$ cat config.mk
export PLATFORM = sky130hd
export DESIGN_NAME = gate_sensor_frontend
export DESIGN_NICKNAME = d
export VERILOG_FILES = /design/src/rtl/gate_pkg.sv /design/src/rtl/debounce_channel.sv /design/src/rtl/gate_sensor_frontend.sv
export SDC_FILE = /design/constraint.sdc
export NUM_CORES = 1
export LEC_CHECK = 0
export CORE_MARGIN = 1
export CORE_UTILIZATION = 45
export CTS_CLUSTER_DIAMETER = 100
export DETAILED_ROUTE_END_ITERATION = 10
export HOLD_SLACK_MARGIN = 0.15
export PLACE_DENSITY_LB_ADDON = 0.1
export SETUP_SLACK_MARGIN = 0.15
export SLEW_MARGIN = 20
export SYNTH_ARGS = -nofsm -noshare
export SYNTH_HDL_FRONTEND = slang
export SYNTH_SLANG_ARGS = --single-unit
$ cat constraint.sdc
create_clock -name clock -period 1.4 [get_ports clock]
set_input_delay 0.14 -clock clock [delete_from_list [all_inputs] [get_ports clock]]
set_output_delay 0.14 -clock clock [all_outputs]
set_load 0.005 [all_outputs]
$ cat src/rtl/gate_pkg.sv
// gate_pkg: definitions shared by the turnstile gate sensor front-end and the
// gate controller.
//   - Bit positions of each sensor inside the 4-bit sensor word.
//   - Sensor word width, type and reset value.
//   - Helper functions for edge detection between two sensor words.
package gate_pkg;

  localparam int SENSOR_W = 4;

  // Bit positions inside the sensor word
  localparam int GIRO    = 3;
  localparam int ENTRADA = 2;
  localparam int SAIDA   = 1;
  localparam int METAIS  = 0;

  typedef logic [SENSOR_W-1:0] sensor_word_t;

  localparam sensor_word_t SENSOR_RESET = 4'b0000;

  // Bits that went 0 -> 1 between old_w and new_w
  function automatic sensor_word_t rise_bits(input sensor_word_t new_w,
                                             input sensor_word_t old_w);
    return new_w & ~old_w;
  endfunction

  // Bits that went 1 -> 0 between old_w and new_w
  function automatic sensor_word_t fall_bits(input sensor_word_t new_w,
                                             input sensor_word_t old_w);
    return ~new_w & old_w;
  endfunction

endpackage

$ cat src/rtl/debounce_channel.sv
// debounce_channel: synchronizes one asynchronous raw line and debounces it.
// The stable output only takes a new level after the synchronized input has
// disagreed with it for DEBOUNCE_CYCLES consecutive clock edges.
// Ports:
//   clock    system clock, rising edge
//   reset_n  asynchronous active-low reset (clears synchronizer, counter, stable)
//   raw      raw asynchronous input
//   stable   debounced level
module debounce_channel #(
  parameter int SYNC_STAGES     = 2,
  parameter int DEBOUNCE_CYCLES = 16
) (
  input  logic clock,
  input  logic reset_n,
  input  logic raw,
  output logic stable
);

  localparam int CNT_W = (DEBOUNCE_CYCLES < 1) ? 1 : $clog2(DEBOUNCE_CYCLES + 1);
  localparam logic [CNT_W-1:0] CNT_LAST = CNT_W'(DEBOUNCE_CYCLES - 1);

  logic [SYNC_STAGES-1:0] sync_q;
  logic [CNT_W-1:0]       cnt_q;
  logic                   stable_q;
  logic                   sync;

  // Oldest stage is the synchronized value used by the debouncer
  assign sync = sync_q[SYNC_STAGES-1];

  always_ff @(posedge clock or negedge reset_n) begin
    if (!reset_n) begin
      sync_q <= '0;
    end else begin
      sync_q <= {sync_q[SYNC_STAGES-2:0], raw};
    end
  end

  // Any agreement with the stable level zeroes the counter, so a bouncing
  // line must restart the whole window.
  always_ff @(posedge clock or negedge reset_n) begin
    if (!reset_n) begin
      cnt_q    <= '0;
      stable_q <= 1'b0;
    end else if (sync == stable_q) begin
      cnt_q <= '0;
    end else if (cnt_q == CNT_LAST) begin
      stable_q <= sync;
      cnt_q    <= '0;
    end else begin
      cnt_q <= cnt_q + 1'b1;
    end
  end

  assign stable = stable_q;

endmodule

$ cat src/rtl/gate_sensor_frontend.sv
// gate_sensor_frontend: synchronizes and debounces the four turnstile sensor
// lines and presents them as one clean word, plus change/edge pulses.
// Ports:
//   clock         system clock, rising edge
//   reset_n       asynchronous active-low reset
//   raw_giro      raw rotation sensor (async)
//   raw_entrada   raw entry sensor (async)
//   raw_saida     raw exit sensor (async)
//   raw_metais    raw metal detector (async)
//   sensor_word   debounced word [3]=giro [2]=entrada [1]=saida [0]=metais
//   word_changed  one-cycle pulse when sensor_word changes
//   rise          per-bit one-cycle pulse on 0->1 of sensor_word
//   fall          per-bit one-cycle pulse on 1->0 of sensor_word
module gate_sensor_frontend
  import gate_pkg::*;
#(
  parameter int DEBOUNCE_CYCLES = 16,
  parameter int SYNC_STAGES     = 2
) (
  input  logic                clock,
  input  logic                reset_n,
  input  logic                raw_giro,
  input  logic                raw_entrada,
  input  logic                raw_saida,
  input  logic                raw_metais,
  output logic [SENSOR_W-1:0] sensor_word,
  output logic                word_changed,
  output logic [SENSOR_W-1:0] rise,
  output logic [SENSOR_W-1:0] fall
);

  sensor_word_t raw_vec;
  sensor_word_t stable_vec;
  sensor_word_t prev_q;
  sensor_word_t rise_w;
  sensor_word_t fall_w;

  always_comb begin
    raw_vec          = SENSOR_RESET;
    raw_vec[GIRO]    = raw_giro;
    raw_vec[ENTRADA] = raw_entrada;
    raw_vec[SAIDA]   = raw_saida;
    raw_vec[METAIS]  = raw_metais;
  end

  for (genvar i = 0; i < SENSOR_W; i++) begin : g_chan
    debounce_channel #(
      .SYNC_STAGES     (SYNC_STAGES),
      .DEBOUNCE_CYCLES (DEBOUNCE_CYCLES)
    ) u_chan (
      .clock   (clock),
      .reset_n (reset_n),
      .raw     (raw_vec[i]),
      .stable  (stable_vec[i])
    );
  end

  // prev_q trails the stable word by one cycle. The pulses are a pure
  // function of two flop banks, so they line up with the cycle in which
  // sensor_word takes its new value and last exactly one cycle.
  always_ff @(posedge clock or negedge reset_n) begin
    if (!reset_n) begin
      prev_q <= SENSOR_RESET;
    end else begin
      prev_q <= stable_vec;
    end
  end

  assign rise_w       = rise_bits(stable_vec, prev_q);
  assign fall_w       = fall_bits(stable_vec, prev_q);
  assign sensor_word  = stable_vec;
  assign rise         = rise_w;
  assign fall         = fall_w;
  assign word_changed = |(rise_w | fall_w);

endmodule

# Word-level counts from Yosys, hierarchy flattened
# Index checks and enable logic that the tools add are counted.
[classes]
n_addsub = 4
eq_ne = 8
mux = 8
n_bitwise = 9
n_reduce_logical = 5
[op_table]
columns = ["operator", "count"]
rows = [
  ["5-bit 2-to-1 mux", 8],
  ["5-bit by 1-bit adder with 5-bit output (second input constant)", 4],
  ["5-bit by 4-bit == test with 1-bit output (second input constant)", 4],
  ["4-bit bitwise AND", 2],
  ["4-bit NOT", 2],
  ["2-bit AND reduction", 4],
  ["1-bit == test", 4],
  ["1-bit NOT", 4],
  ["4-bit OR", 1],
  ["4-bit OR reduction", 1],
]
[totals]
reg_bits = 36
inputBits = 6
out_inout_bits = 13
wordCells = 47

# Longest topological paths before layout
[logic_depth]
depth_word = 4
depth_mapped = 4
depth_no_buf = 4

# Modules after synthesis
# Synthesis repeated with hierarchy kept, for this count alone.
[hier_totals]
cells_unflattened = 113
area_unflattened_um2 = 1452.6
[modules_own_cells]
columns = ["module", "n_inst", "cells_each", "area_per_inst_um2", "seq_area_each_um2"]
rows = [
  ["debounce_channel", 4, 23, 304.0, 200.2],
  ["gate_sensor_frontend", 1, 21, 236.5, 100.1],
]

# Worst setup path before layout
# OpenSTA, ideal clock, no wires.
[synth_timing]
path_kind = "reg-to-reg"
startpoint = "register g_chan[2].u_chan.cnt_q[0]"
endpoint = "register g_chan[2].u_chan.stable_q"
setup_time_ps = 127
arrival_time_ps = 1034
required_time_ps = 1273
path_slack_ps = 238
stages_incl_launch_ff = 5
n_path_buf = 0
synth_period_minus_slack_ps = 1162
cell_sequence = "dfrtp_1 > ha_1 > nand3_1 > nor2_1 > mux2_1"
[synth_between]
elab_chain_len = 2
[synth_lines]
columns = ["element", "line_no", "source"]
rows = [
  ["from (decl)", "debounce_channel.sv:23", "logic [CNT_W-1:0] cnt_q;"],
  ["from (signal assigned)", "debounce_channel.sv:50", "cnt_q <= cnt_q + 1'b1;"],
  ["5-bit by 4-bit == test with 1-bit output", "debounce_channel.sv:46", "end else if (cnt_q == CNT_LAST) begin"],
  ["2-bit AND reduction (no source line)", "-", ""],
  ["to (signal assigned)", "debounce_channel.sv:47", "stable_q <= sync;"],
  ["to (decl)", "debounce_channel.sv:24", "logic stable_q;"],
]
# Every way passes these cells.
# A chain may end at the register's enable or synchronous reset.

# Worst setup path after layout
[layout_timing]
startpoint = "register g_chan[1].u_chan.stable_q"
endpoint = "output word_changed"
[layout_between]
elab_chain_len = 4
word_cells_on_any_way = 5
cone_classes = "bitwise: 4; reduce/logical: 1"
[layout_lines]
columns = ["element", "line_no", "source"]
rows = [
  ["from (decl)", "debounce_channel.sv:24", ""],
  ["from (signal assigned)", "debounce_channel.sv:47", ""],
  ["4-bit NOT", "gate_pkg.sv:29", "return ~new_w & old_w;"],
  ["4-bit bitwise AND", "gate_pkg.sv:29", ""],
  ["4-bit OR (*)", "gate_sensor_frontend.sv:74", "assign word_changed = |(rise_w | fall_w);"],
  ["4-bit OR reduction (*)", "gate_sensor_frontend.sv:74", ""],
  ["to (decl)", "gate_sensor_frontend.sv:27", "output logic word_changed,"],
]
# Every way passes the cells marked *; elsewhere a longest branch is shown, timed or not.

==> metrics.txt <==
final setup vio count=2; P_sw=0.420 mW; reg2reg path depth=6; Max clock buf depth=2; largest area contributor in the netlist=dfrtp_1; routed vias/inst=4.48; Max VDD drop=0.625 mV; most common cell after layout, fill and taps aside=dfrtp_1; max cap viols=0; clk sinks=36; RePlAce Congestion=0.718; Reg power frac=0.615; critical path arrival=1.34 ns; DRT Pass-1 Iters=4; CTS tree=built; Final min period=1.48 ns; Int Power=1.38 mW; post-synthesis register bit count=36; final worst slack=-0.0805 ns; area grow syn2layout=45.3%; clk slew on worst S/H paths=0.11 ns; fillcell total=226; Net Count, Synth=134; Post-Syn Instances=116; worst-path maximum fanout=2; global-route wire length before repair=3810 um; sequential element share of the synthesized area=0.621; clock buffer count from CTS=5; Hold WC Path Type=in -> async; synth top area cells=dfrtp_1 62%, ha_1 10%, xor2_1 7.2%; IO buf count=18; core box area=0.00305 mm2; Die Ht=58.8 um; area of the mapped netlist=0.00145 mm2; Clock Skew=0.0104 ns; root buffer cell=clkbuf_4; All-Layer GR Usage=0.157; slew margin rel.=0.825; Critical Path End Type=output pin; post-detailed-route count of antenna-violating nets=0; Pwr Density=856 mW/mm2; Slew @ Worst Pin=0.261 ns; gr ovfl total=0; Hold Vio Cnt, Final=0; worst setup path class=reg -> out; largest net degree at the start of global routing=37; WL final=2320 um; Ports=19; Vias=900; FF-to-FF Start=g_chan[2].u_chan.stable$_DFFE_PN0P_; final worst-path cycle share=1.06; Reg-to-Reg End=g_chan[2].u_chan.cnt_q[3]$_DFF_PN0_; mean post-synth cell area=12.5 um2; Static Leak=1.03 nW; max-slew violations=0; r2r setup slk=0.12 ns; DR WL/cell=11.5 um; Skew-Pair Late Insertion Delay=0.33 ns; failing checks=setup timing; die area=0.00346 mm2; Power, Total=1.81 mW; clock network power share=0.316; outcome=complete, but fails checks; worst endpoint required time=1.26 ns; HPWL Detailed=1350 um; Setup WS pre-CTS=0.0216 ns; initial antenna violation count=0; 1st-iter DRT viols=23; Final nets=174; Multi-input gate area=667 um2; Rows=20; switch share=0.233; Post-route DRC=0; top cell type's share of synthesized area=0.621; share of cells above drive strength 1=0.414; unrepaired setup endpoints after global routing=true; Sequential cell area=901 um2; fmax=675 MHz; yosys warns=0; starting density of the core=0.475; # diodes=0; post-synthesis cell type count=12; kind of start point of the critical path=flop; die width=58.8 um; most frequent cells in the layout=36 x dfrtp_1, 20 x buf_6, 11 x nor2_1, 10 x xor2_1; Post-CTS Hold Buffers=0; H-tree levels=2; vias in the first global route=886; Comb pwr share=0.069
## state kept, by name (all words and copies together), names as in the netlist
signal	count
g_chan.u_chan.cnt_q	20
g_chan.u_chan.stable	4
g_chan.u_chan.sync_q	8
prev_q	4
## what timing repair did
action / in CTS / in global routing
endpoints found under the setup margin: 15 / 22
pin swaps: 2 / 10
setup buffers: 9 / 5
gates resized for setup: 61 / 39
## power by group through the flow
| stage | registers, mW | clock network, mW | logic, mW |
|---|---|---|---|
| floorplan | 1.12 | 0 | 0.0498 |
| global placement | 1.12 | 0 | 0.0979 |
| detailed placement | 1.12 | 0 | 0.100 |
| CTS | 1.10 | 0.591 | 0.109 |
| global route | 1.12 | 0.639 | 0.148 |
| finish | 1.11 | 0.569 | 0.125 |
## per-layer routing
layer | track usage | vias up | part of all wire | wire length, um
met5 | 0 | - | 0 | 0
met4 | 0.102 | 0 | 0.021 | 48
met3 | 0.0462 | 5 | 0.032 | 75
met2 | 0.245 | 19 | 0.49 | 1140
met1 | 0.190 | 429 | 0.45 | 1050
li1 | - | 447 | - | -
## critical path, stage by stage (launching register included)
cell and delay, ns:
dfrtp_1 0.41, buf_6 0.13, ha_4 0.24, nand4_1 0.09, buf_2 0.14
## logic make-up (layout without fill, tap and decap cells)
| logic type | after synthesis | count (layout) | share of synthesized area |
|---|---|---|---|
| AO/OA/AOI/OAI | 4 | 4 | 0.0138 |
| buffers and inverters | 15 | 56 | 0.0491 |
| AND/OR/NAND/NOR | 33 | 33 | 0.109 |
| multiplexers | 4 | 4 | 0.0310 |
| XOR/XNOR | 12 | 12 | 0.0724 |
| flip-flops | 36 | 36 | 0.621 |
| adder cells (fa/ha/maj) | 12 | 12 | 0.103 |
## stage by stage
stage | hold WS (ns) | std cells | instance area, um2 | util | setup TNS (ns)
5_1_grt | 0.162 | 201 | 2110 | 0.691 | -0.325
2_1_floorplan | -0.156 | 116 | 1450 | - | 0
6_report | 0.165 | 201 | 2110 | 0.691 | -0.116
3_3_place_gp | 0.333 | 179 | 1710 | 0.559 | 0
4_1_cts | 0.162 | 196 | 1920 | 0.629 | -0.156
3_5_place_dp | 0.336 | 179 | 1710 | 0.559 | 0
## final cells by class
cell class,instances,share of cell area
Tap cell,44,0.0261
Timing Repair Buffer,37,0.178
Inverter,11,0.0231
Multi-Input combinational cell,65,0.316
Clock inverter,2,0.00475
Sequential cell,36,0.427
Clock buffer,6,0.0243
## worst max path at each step
stage | start | to | slack, ns | cells after the start
finish | g_chan[1].u_chan.stable$_DFFE_PN0P_ | word_changed | -0.08 | 4
global route | g_chan[1].u_chan.stable$_DFFE_PN0P_ | word_changed | -0.17 | 4
CTS | g_chan[3].u_chan.stable$_DFFE_PN0P_ | word_changed | -0.08 | 4
detailed placement | prev_q[1]$_DFF_PN0_ | word_changed | 0.02 | 4
global placement | prev_q[1]$_DFF_PN0_ | word_changed | 0.02 | 4
floorplan | g_chan[2].u_chan.cnt_q[0]$_DFF_PN0_ | g_chan[2].u_chan.stable$_DFFE_PN0P_ | 0.24 | 4
## synthesized netlist by cell type
cell type  number
o21ai_1         4
ha_1           12
nand4_1         1
nand3_1         8
dfrtp_1        36
mux2_1          4
nor2_1         15
buf_4           4
and2_1          5
xor2_1         12
inv_1          11
and3_1          4
Power figures use the tool's default switching activity.
